### src/rtl/pulse_batch_counter.sv
// pulse_batch_counter
//
// Collects single-cycle event pulses from the slow-domain side of the pulse
// synchronizer and passes them on as tokens in fixed-size batches. A
// valid/ready handshake carries each batch to the convolution controller.
// A held partial batch can be flushed out early. The block also reports
// how many tokens it holds and whether any token had to be dropped.
//
// Optional feature (compile-time macro PULSE_TIMEOUT_FLUSH_EN):
//   When the macro is defined, an idle timer runs while the block is in
//   FILL. After TIMEOUT pulse-free cycles it forces a flush of the partial
//   batch. When the macro is not defined, no timer logic is built and
//   TIMEOUT has no effect.
//
// Parameters:
//   CNT_W    width of the token counter, level and out_len
//   BATCH    number of tokens in a full batch (1 .. 2^CNT_W-1)
//   TIMEOUT  number of idle cycles before an automatic flush (macro builds only)
//
// Ports:
//   slow_clk   block clock
//   rstn       asynchronous active-low reset
//   in_pulse   each cycle it is high adds one token
//   flush      requests that held tokens go out as a partial batch
//   out_ready  the consumer takes the offered batch
//   clr_ovf    clears the sticky overflow flag
//   out_valid  a batch is on offer
//   out_len    number of tokens in the offered batch
//   level      tokens held now, including any batch on offer
//   overflow   sticky flag: a token was dropped because the counter was full
module pulse_batch_counter #(
  parameter int CNT_W   = 8,
  parameter int BATCH   = 4,
  parameter int TIMEOUT = 64
) (
  input  logic             slow_clk,
  input  logic             rstn,
  input  logic             in_pulse,
  input  logic             flush,
  input  logic             out_ready,
  input  logic             clr_ovf,
  output logic             out_valid,
  output logic [CNT_W-1:0] out_len,
  output logic [CNT_W-1:0] level,
  output logic             overflow
);

  localparam logic [1:0] S_IDLE   = 2'd0;
  localparam logic [1:0] S_FILL   = 2'd1;
  localparam logic [1:0] S_OFFER  = 2'd2;
  localparam logic [1:0] S_FOFFER = 2'd3;

  localparam logic [CNT_W-1:0] CNT_MAX = '1;
  localparam logic [CNT_W-1:0] BATCH_L = CNT_W'(BATCH);

  if (BATCH < 1 || BATCH >= (1 << CNT_W) || TIMEOUT < 1) begin : g_param_check
    $error("pulse_batch_counter: BATCH or TIMEOUT out of range");
  end

  logic [1:0]       state_q, state_d;
  logic [CNT_W-1:0] count_q, count_d;
  logic             out_valid_q, out_valid_d;
  logic [CNT_W-1:0] out_len_q, out_len_d;
  logic             overflow_q, overflow_d;
  logic             flush_pend_q, flush_pend_d;

  logic             accept;
  logic             drop;
  logic             flush_eff;
  logic             pend_now;
  logic             timeout_hit;
  logic [CNT_W-1:0] remain;

`ifdef PULSE_TIMEOUT_FLUSH_EN
  localparam int IDLE_W = $clog2(TIMEOUT + 1);
  localparam logic [IDLE_W-1:0] IDLE_LAST = IDLE_W'(TIMEOUT - 1);

  logic [IDLE_W-1:0] idle_q, idle_d;

  // The cycle in which the counter reads TIMEOUT-1 is the TIMEOUT-th idle
  // cycle. That cycle acts as a flush, and leaving FILL restarts the count.
  always_comb begin
    timeout_hit = (state_q == S_FILL) && !in_pulse && (idle_q == IDLE_LAST);
    idle_d      = '0;
    if ((state_q == S_FILL) && !in_pulse && !timeout_hit) begin
      idle_d = idle_q + 1'b1;
    end
  end

  always_ff @(posedge slow_clk or negedge rstn) begin
    if (!rstn) begin
      idle_q <= '0;
    end else begin
      idle_q <= idle_d;
    end
  end
`else
  assign timeout_hit = 1'b0;
`endif

  always_comb begin
    accept    = out_valid_q & out_ready;
    drop      = in_pulse & ~accept & (count_q == CNT_MAX);
    flush_eff = flush | timeout_hit;
    pend_now  = flush_pend_q | flush_eff;

    // An accepted batch is always fully held (out_len <= count), so this
    // subtraction cannot underflow. After an accept the +1 cannot overflow.
    remain  = accept ? (count_q - out_len_q) : count_q;
    count_d = remain + {{(CNT_W-1){1'b0}}, (in_pulse & ~drop)};

    // A drop in the same cycle takes priority over a clear request.
    overflow_d = drop | (overflow_q & ~clr_ovf);

    state_d      = state_q;
    out_valid_d  = out_valid_q;
    out_len_d    = out_len_q;
    flush_pend_d = pend_now;

    // IDLE/FILL re-evaluate every cycle. An offer keeps valid and len
    // unchanged until it is accepted, then re-evaluates on the remainder.
    // flush_pend is always clear in IDLE/FILL, so pend_now equals flush_eff there.
    if ((state_q == S_IDLE) || (state_q == S_FILL) || accept) begin
      if (count_d >= BATCH_L) begin
        state_d     = S_OFFER;
        out_valid_d = 1'b1;
        out_len_d   = BATCH_L;
      end else if ((count_d != '0) && pend_now) begin
        state_d      = S_FOFFER;
        out_valid_d  = 1'b1;
        out_len_d    = count_d;
        flush_pend_d = 1'b0;
      end else if (count_d != '0) begin
        state_d     = S_FILL;
        out_valid_d = 1'b0;
        out_len_d   = '0;
      end else begin
        state_d      = S_IDLE;
        out_valid_d  = 1'b0;
        out_len_d    = '0;
        flush_pend_d = 1'b0;
      end
    end
  end

  always_ff @(posedge slow_clk or negedge rstn) begin
    if (!rstn) begin
      state_q      <= S_IDLE;
      count_q      <= '0;
      out_valid_q  <= 1'b0;
      out_len_q    <= '0;
      overflow_q   <= 1'b0;
      flush_pend_q <= 1'b0;
    end else begin
      state_q      <= state_d;
      count_q      <= count_d;
      out_valid_q  <= out_valid_d;
      out_len_q    <= out_len_d;
      overflow_q   <= overflow_d;
      flush_pend_q <= flush_pend_d;
    end
  end

  assign out_valid = out_valid_q;
  assign out_len   = out_len_q;
  assign level     = count_q;
  assign overflow  = overflow_q;

endmodule

### config.mk
export PLATFORM = sky130hd
export DESIGN_NAME = pulse_batch_counter
export DESIGN_NICKNAME = d
export VERILOG_FILES = /design/src/rtl/pulse_batch_counter.sv
export SDC_FILE = /design/constraint.sdc
export NUM_CORES = 1
export LEC_CHECK = 0
export BUFFER_PORTS_ARGS = -buffer_cell sky130_fd_sc_hd__buf_2
export CORE_MARGIN = 2
export CORE_UTILIZATION = 44
export CTS_CLUSTER_DIAMETER = 30
export CTS_CLUSTER_SIZE = 24
export DETAILED_ROUTE_END_ITERATION = 10
export GPL_TIMING_DRIVEN = 0
export PLACE_DENSITY_LB_ADDON = 0.05
export SETUP_SLACK_MARGIN = 0.4
export SLEW_MARGIN = 20
export SYNTH_ARGS = -nofsm -noshare
export SYNTH_HDL_FRONTEND = slang
export SYNTH_SLANG_ARGS = --single-unit
### constraint.sdc
create_clock -name slow_clk -period 2.8 [get_ports slow_clk]
set_input_delay 0.56 -clock slow_clk [delete_from_list [all_inputs] [get_ports slow_clk]]
set_output_delay 0.56 -clock slow_clk [all_outputs]
set_load 0.05 [all_outputs]
==> results_dict.tcl, run 1 <==
set metrics [dict create \
    status "complete, no violations" \
    cp.required_ps 3020 \
    rows 20 \
    grt_setup_unrepaired "yes" \
    grt_antenna_before_repair 0 \
    cts.sinks 19 \
    netlist_top_cells_area "dfrtp_1 (35%), ha_1 (8.4%), xnor2_1 (3.9%)" \
    drc 0 \
    syn_inst 135 \
    synth_top_area_share_pct 35.4 \
    clk_pin_slew_worst_paths_ps 100 \
    root_buffer "clkbuf_4" \
    cts_made_buffers 3 \
    grt_max_degree 20 \
    synth_area_per_cell_um2 9.95 \
    synth_top_area_cell "dfrtp_1" \
    cap_violations 0 \
    synth_flop_cell "dfrtp_1" \
    ys_ff_latch 19 \
    p_leak_nw 0.727 \
    final.period_utilization_pct 99.1 \
    netlist_area_um2 1340 \
    grt_pass1_vias 1142 \
    power_w 0.00225 \
    routed_via_density 5.46 \
    start_util_pct 45.1 \
    arrival_ps 3000 \
    diodes 0 \
    final_net_count 191 \
    yosysWarnings 0 \
    fin_ws_ps 25.3 \
    fp.dieArea_um2 3510 \
    endpoint_kind "flip-flop" \
    cts_tree "done" \
    ant_nets 0 \
    pin_count 24 \
    syn_nets 151 \
    die-height_um 59.3 \
    first_pass_iters 4 \
    pre_cts_slack_ps -313 \
    routed_wl_um 3180 \
    fin_worst_skew_ps 1.03 \
    die_x_um 59.3 \
    fp.coreArea_um2 2980 \
    ys_top_cells_by_count "dfrtp_1 (19), nor2_1 (13), inv_1 (11), ha_1 (9)" \
    wl_per_cell_um 15.4 \
    clk_path_buf_depth 2 \
    critPathMaxFanout 5 \
    setup_violations 0 \
    synth_edf_count 0 \
    max_freq_mhz 360 \
    dp_hpwl_um 2460 \
    hp-class "in2async" \
    power_density_nw_per_um2 1270 \
    hold_buffers 0 \
    yosysSeqAreaShare_pct 35.4 \
    gp_congestion 0.844 \
    vias 1131 \
    synth_cell_types 45 \
    synth_most_common_cell "dfrtp_1" \
    ir_drop_v 0.000466 \
    area_delta_synth_final_pct 32.0 \
    drive_above_1_share_pct 44.8 \
    grt_pass1_wl_um 5430 \
    tns_ps 0 \
    grt-ovfl-total 0 \
    drv_slew 0 \
    fin_crit_ps 2770 \
    relSlewSlack_pct 71.8 \
    async_reset_ff_share_pct 100 \
    tightestPinTransition_ps 424 \
    worst-setup-path-type "reg2reg" \
    finalHoldViolCount 0 \
    cts_max_level 1 \
    drt_iter0_markers 47 \
    clkLatencyLatePin_ps 280 \
    track_usage_pct 20.9 \
    startpoint_type "flip-flop" \
    io_buffer_count 23 \
]
[worst paths after layout]
kind / from / end / slack, ps / cells past startpoint
setup reg to reg: out_len[1]$_DFFE_PN0N_ / out_len[0]$_DFFE_PN0N_ / 30 / 10
hold reg to reg: flush_pend_q$_DFF_PN0_ / flush_pend_q$_DFF_PN0_ / 510 / 2
max in group asynchronous: rstn / level[0]$_DFF_PN0_ / 2300 / 1
setup / recovery: out_len[1]$_DFFE_PN0N_ / out_len[0]$_DFFE_PN0N_ / 30 / 10
min in group slow_clk: clr_ovf / overflow$_DFF_PN0_ / 470 / 2
hold / removal: rstn / level[5]$_DFF_PN0_ / 190 / 1
[cell families (layout without fill, tap and decap cells)]
kind of cell | Yosys count | after routing | share of synthesized area (%)
mux | 3 | 3 | 2.23
fa+ha+maj | 10 | 10 | 9.87
simple gates | 46 | 46 | 19.3
buf+inv | 13 | 52 | 3.63
flops | 19 | 19 | 35.4
xor+xnor | 9 | 9 | 6.43
compound gates | 35 | 35 | 23.2
[timing repair]
action / in CTS / in global routing
pin swaps: 9 / 7
resized for setup: 10 / 10
buffers inserted: 7 / 5
setup endpoints to repair: 5 / 9
[cell usage in the layout (no fill, tap or decap), drive strengths merged, types with 2 or more instances in the layout]
master,netlist,final
mux2i,3,3
xor2,3,3
xnor2,6,6
o31a,3,3
o21bai,2,2
nor2,13,13
o21ai,6,6
nand2b,2,2
dfrtp,19,19
a32o,2,2
nor2b,4,4
a21oi,5,5
o21a,2,2
clkbuf,2,6
inv,11,11
o2111a,2,2
a211oi,5,5
ha,9,9
nand2,5,5
and2,6,6
o32ai,2,2
buf,0,35
nand3,2,2
nand3b,2,2
nor3,3,3
nor4,3,3
[metal layers]
layer	up-vias	share of wire, %	global-route usage (%)
met5	-	0	0
met4	0	0.91	6.82
met3	6	1.8	1.97
met2	15	50	32.5
met1	539	47	30.6
li1	571	-	-
[final cells by class]
class                           count  area, um^2
Fill cell                         270        1200
Multi-Input combinational cell    103         957
Sequential cell                    19         485
Tap cell                           33        41.3
Inverter                           11        41.3
Clock buffer                        4        26.3
Timing Repair Buffer               35         205
Buffer                              2        17.5
[critical path: stages, from the launching register on]
cell and delay (ps):
dfrtp_2 400, inv_2 60, ha_1 300, nor2b_1 150, o2111a_2 290, o2111a_1 290
o31ai_4 250, xor2_2 140, nand4b_1 240, a211oi_4 370, a32o_1 210
[through the flow]
step,instance area (um^2),hold WS [ps],util [%],cells
CTS,1680,188,56.6,202
finish,1770,189,59.6,207
global route,1770,195,59.6,207
detailed placement,1560,493,52.4,191
floorplan,1400,264,-,135
global placement,1560,489,52.4,191
[sequential cells by signal, indices dropped and copies added (netlist names)]
register and flops:
out_len 8, level 8, state_q 1, overflow 1
flush_pend_q 1
[report_power, final]
group | internal, W | switching, W | total (W)
combinational | 0.000694 | 0.000974 | 0.00167
sequential | 0.000355 | 0.0000916 | 0.000447
clock | 0.0000553 | 0.0000750 | 0.000130
(Power assumes the default switching activity.)
==> inputs of run 2 (changes only) <==
--- a/config.mk
+++ b/config.mk
@@ -13,6 +13,7 @@
 export DETAILED_ROUTE_END_ITERATION = 10
 export GPL_TIMING_DRIVEN = 0
 export PLACE_DENSITY_LB_ADDON = 0.05
+export RECOVER_POWER = 100
 export SETUP_SLACK_MARGIN = 0.4
 export SLEW_MARGIN = 20
 export SYNTH_ARGS = -nofsm -noshare
==> run 2 against run 1 <==
Sequential share of layout area increased by 0.19 points. Clock-buffer cell count stayed put. Worst hold slack better by 210 ps. Register-to-register slack barely moved. Sequential cell count did not move. Combinational power about the same. Maximum frequency about the same. Global-route usage unchanged. Highest routed layer unchanged. Clock power about the same. Die area did not move. Sequential power is essentially flat.
==> results_dict.tcl, run 2 (synthesized netlist as in run 1, its figures left out) <==
set metrics [dict create \
    cap_violations 0 \
    arrival_ps 3000 \
    root_buffer "clkbuf_4" \
    start_util_pct 45.1 \
    fp.dieArea_um2 3510 \
    switchingPower_w 0.00114 \
    setup_violations 0 \
    die_x_um 59.3 \
    grt_setup_unrepaired "yes" \
    clk_pin_slew_worst_paths_ps 100 \
    gp_congestion 0.844 \
    fp.coreArea_um2 2980 \
    cp.required_ps 3020 \
    area_delta_synth_final_pct 31.1 \
    drt_iter0_markers 44 \
    power_frac_comb_pct 74.2 \
    routed_wl_um 3180 \
    diodes 0 \
    drive_above_1_share_pct 39.1 \
    grt_antenna_before_repair 0 \
    ant_nets 0 \
    layout_common_cells "buf_2 (13), nor2_1 (12), clkbuf_1 (12), buf_4 (12), dfrtp_1 (11)" \
    rr_startpoint "out_len[1]$_DFFE_PN0N_" \
    hold_buffers 0 \
    startpoint_type "flip-flop" \
    cts.sinks 19 \
    final_net_count 191 \
    rows 20 \
    placed_cell_area_um2 1560 \
    drc 0 \
    grt-ovfl-total 0 \
    track_usage_pct 20.9 \
    cts_tree "done" \
    clk_path_buf_depth 2 \
    first_pass_iters 4 \
    final.period_utilization_pct 99.1 \
    dp_hpwl_um 2460 \
    grt_pass1_vias 1142 \
    ir_drop_v 0.000466 \
    endpoint_kind "flip-flop" \
    hp-class "in2async" \
    die-height_um 59.3 \
    wl_per_cell_um 15.4 \
    cts_max_level 1 \
    grt_pass1_wl_um 5430 \
    finalHoldViolCount 0 \
    worst-setup-path-type "reg2reg" \
    grt_max_degree 20 \
    worst_path_max_delay_cell "dfrtp_2" \
    crit_chain "inv_2 > ha_1 > nor2b_1 > o2111a_2 > o2111a_1 > o31ai_4 > xor2_2 > nand4b_1 > a211oi_4 > a32o_1" \
    status "complete, no violations" \
    power_density_nw_per_um2 1270 \
    fill_cells 276 \
    max_freq_mhz 360 \
    cts_made_buffers 3 \
    fin_worst_skew_ps 1.21 \
    vias 1128 \
    design_area_um2 1760 \
    routed_via_density 5.45 \
    critical_path.max_stage_delay_ps 400 \
    p_leak_nw 0.694 \
    cp-startpoint "out_len[1]$_DFFE_PN0N_" \
    drv_slew 0 \
    pwr-share-seq_pct 20.0 \
    final_common_cell "buf_2" \
    tightestPinTransition_ps 973 \
    pin_count 24 \
    clkLatencyLatePin_ps 280 \
    fin_crit_ps 2770 \
    p_int_w 0.00110 \
    critPathMaxFanout 5 \
    io_buffer_count 23 \
    clkPwrFrac_pct 5.8 \
    fin_util_pct 59.2 \
    relSlewSlack_pct 35.1 \
    switching_share_pct 50.9 \
]
==> run 2: layout make-up <==
cell class / count / area, um^2 / share of cell area (%)
multi-input cells: 103 / 957 / 54.3
inverters: 11 / 41.3 / 2.34
flip-flops and latches: 19 / 485 / 27.6
clock buffers: 4 / 26.3 / 1.49
plain buffers: 2 / 17.5 / 0.994
repair buffers: 35 / 193 / 10.9
well taps: 33 / 41.3 / 2.34
==> run 2: worst max-delay path: cells and delay by family, from the launching register on <==
family | cells | cell delay [ps]
buffers and inverters | 1 | 60
AO/OA/AOI/OAI | 5 | 1410
AND/OR/NAND/NOR | 2 | 390
XOR/XNOR | 1 | 140
adder cells (fa/ha/maj) | 1 | 300
flip-flops | 1 | 400
==> run 2: path summary, 6_finish.rpt <==
kind	end	slack, ps	cells after the start
setup reg to reg	out_len[0]$_DFFE_PN0N_	30	10
max in group asynchronous	level[0]$_DFF_PN0_	1750	1
setup / recovery	out_len[0]$_DFFE_PN0N_	30	10
min in group slow_clk	overflow$_DFF_PN0_	470	2
hold reg to reg	flush_pend_q$_DFF_PN0_	510	2
hold / removal	level[5]$_DFF_PN0_	400	1
==> run 2: power groups by stage <==
| stage | logic, W | clock network, W | registers, W |
|---|---|---|---|
| after floorplan | 0.000852 | 0 | 0.000679 |
| after global placement | 0.00132 | 0 | 0.000454 |
| after detailed placement | 0.00135 | 0 | 0.000458 |
| after CTS | 0.00150 | 0.000139 | 0.000448 |
| after global routing | 0.00180 | 0.000151 | 0.000460 |
| final | 0.00166 | 0.000130 | 0.000447 |
==> run 2: layer usage <==
layer / track usage, % / wire length [um] / vias to the layer above
met2: 32.5 / 1590 / 15
li1: - / - / 570
met1: 30.6 / 1510 / 537
met3: 1.97 / 58 / 6
met4: 6.82 / 29 / 0
met5: 0 / 0 / -
==> run 2: repair_timing <==
item,CTS,global route
buffers inserted,7,5
setup endpoints to repair,5,9
gates resized for setup,10,10
pin swaps,9,7
==> run 2: through the flow <==
step / hold slack, ps / setup TNS (ps) / instances / worst slack [ps] / power, W
after floorplan: 264 / 0 / 135 / 105 / 0.00153
after global placement: 489 / -1030 / 191 / -242 / 0.00177
after detailed placement: 493 / -1380 / 191 / -313 / 0.00180
after CTS: 188 / -68.0 / 202 / -29.8 / 0.00209
after global routing: 446 / -698 / 207 / -168 / 0.00241
final: 400 / 0 / 207 / 25.2 / 0.00224
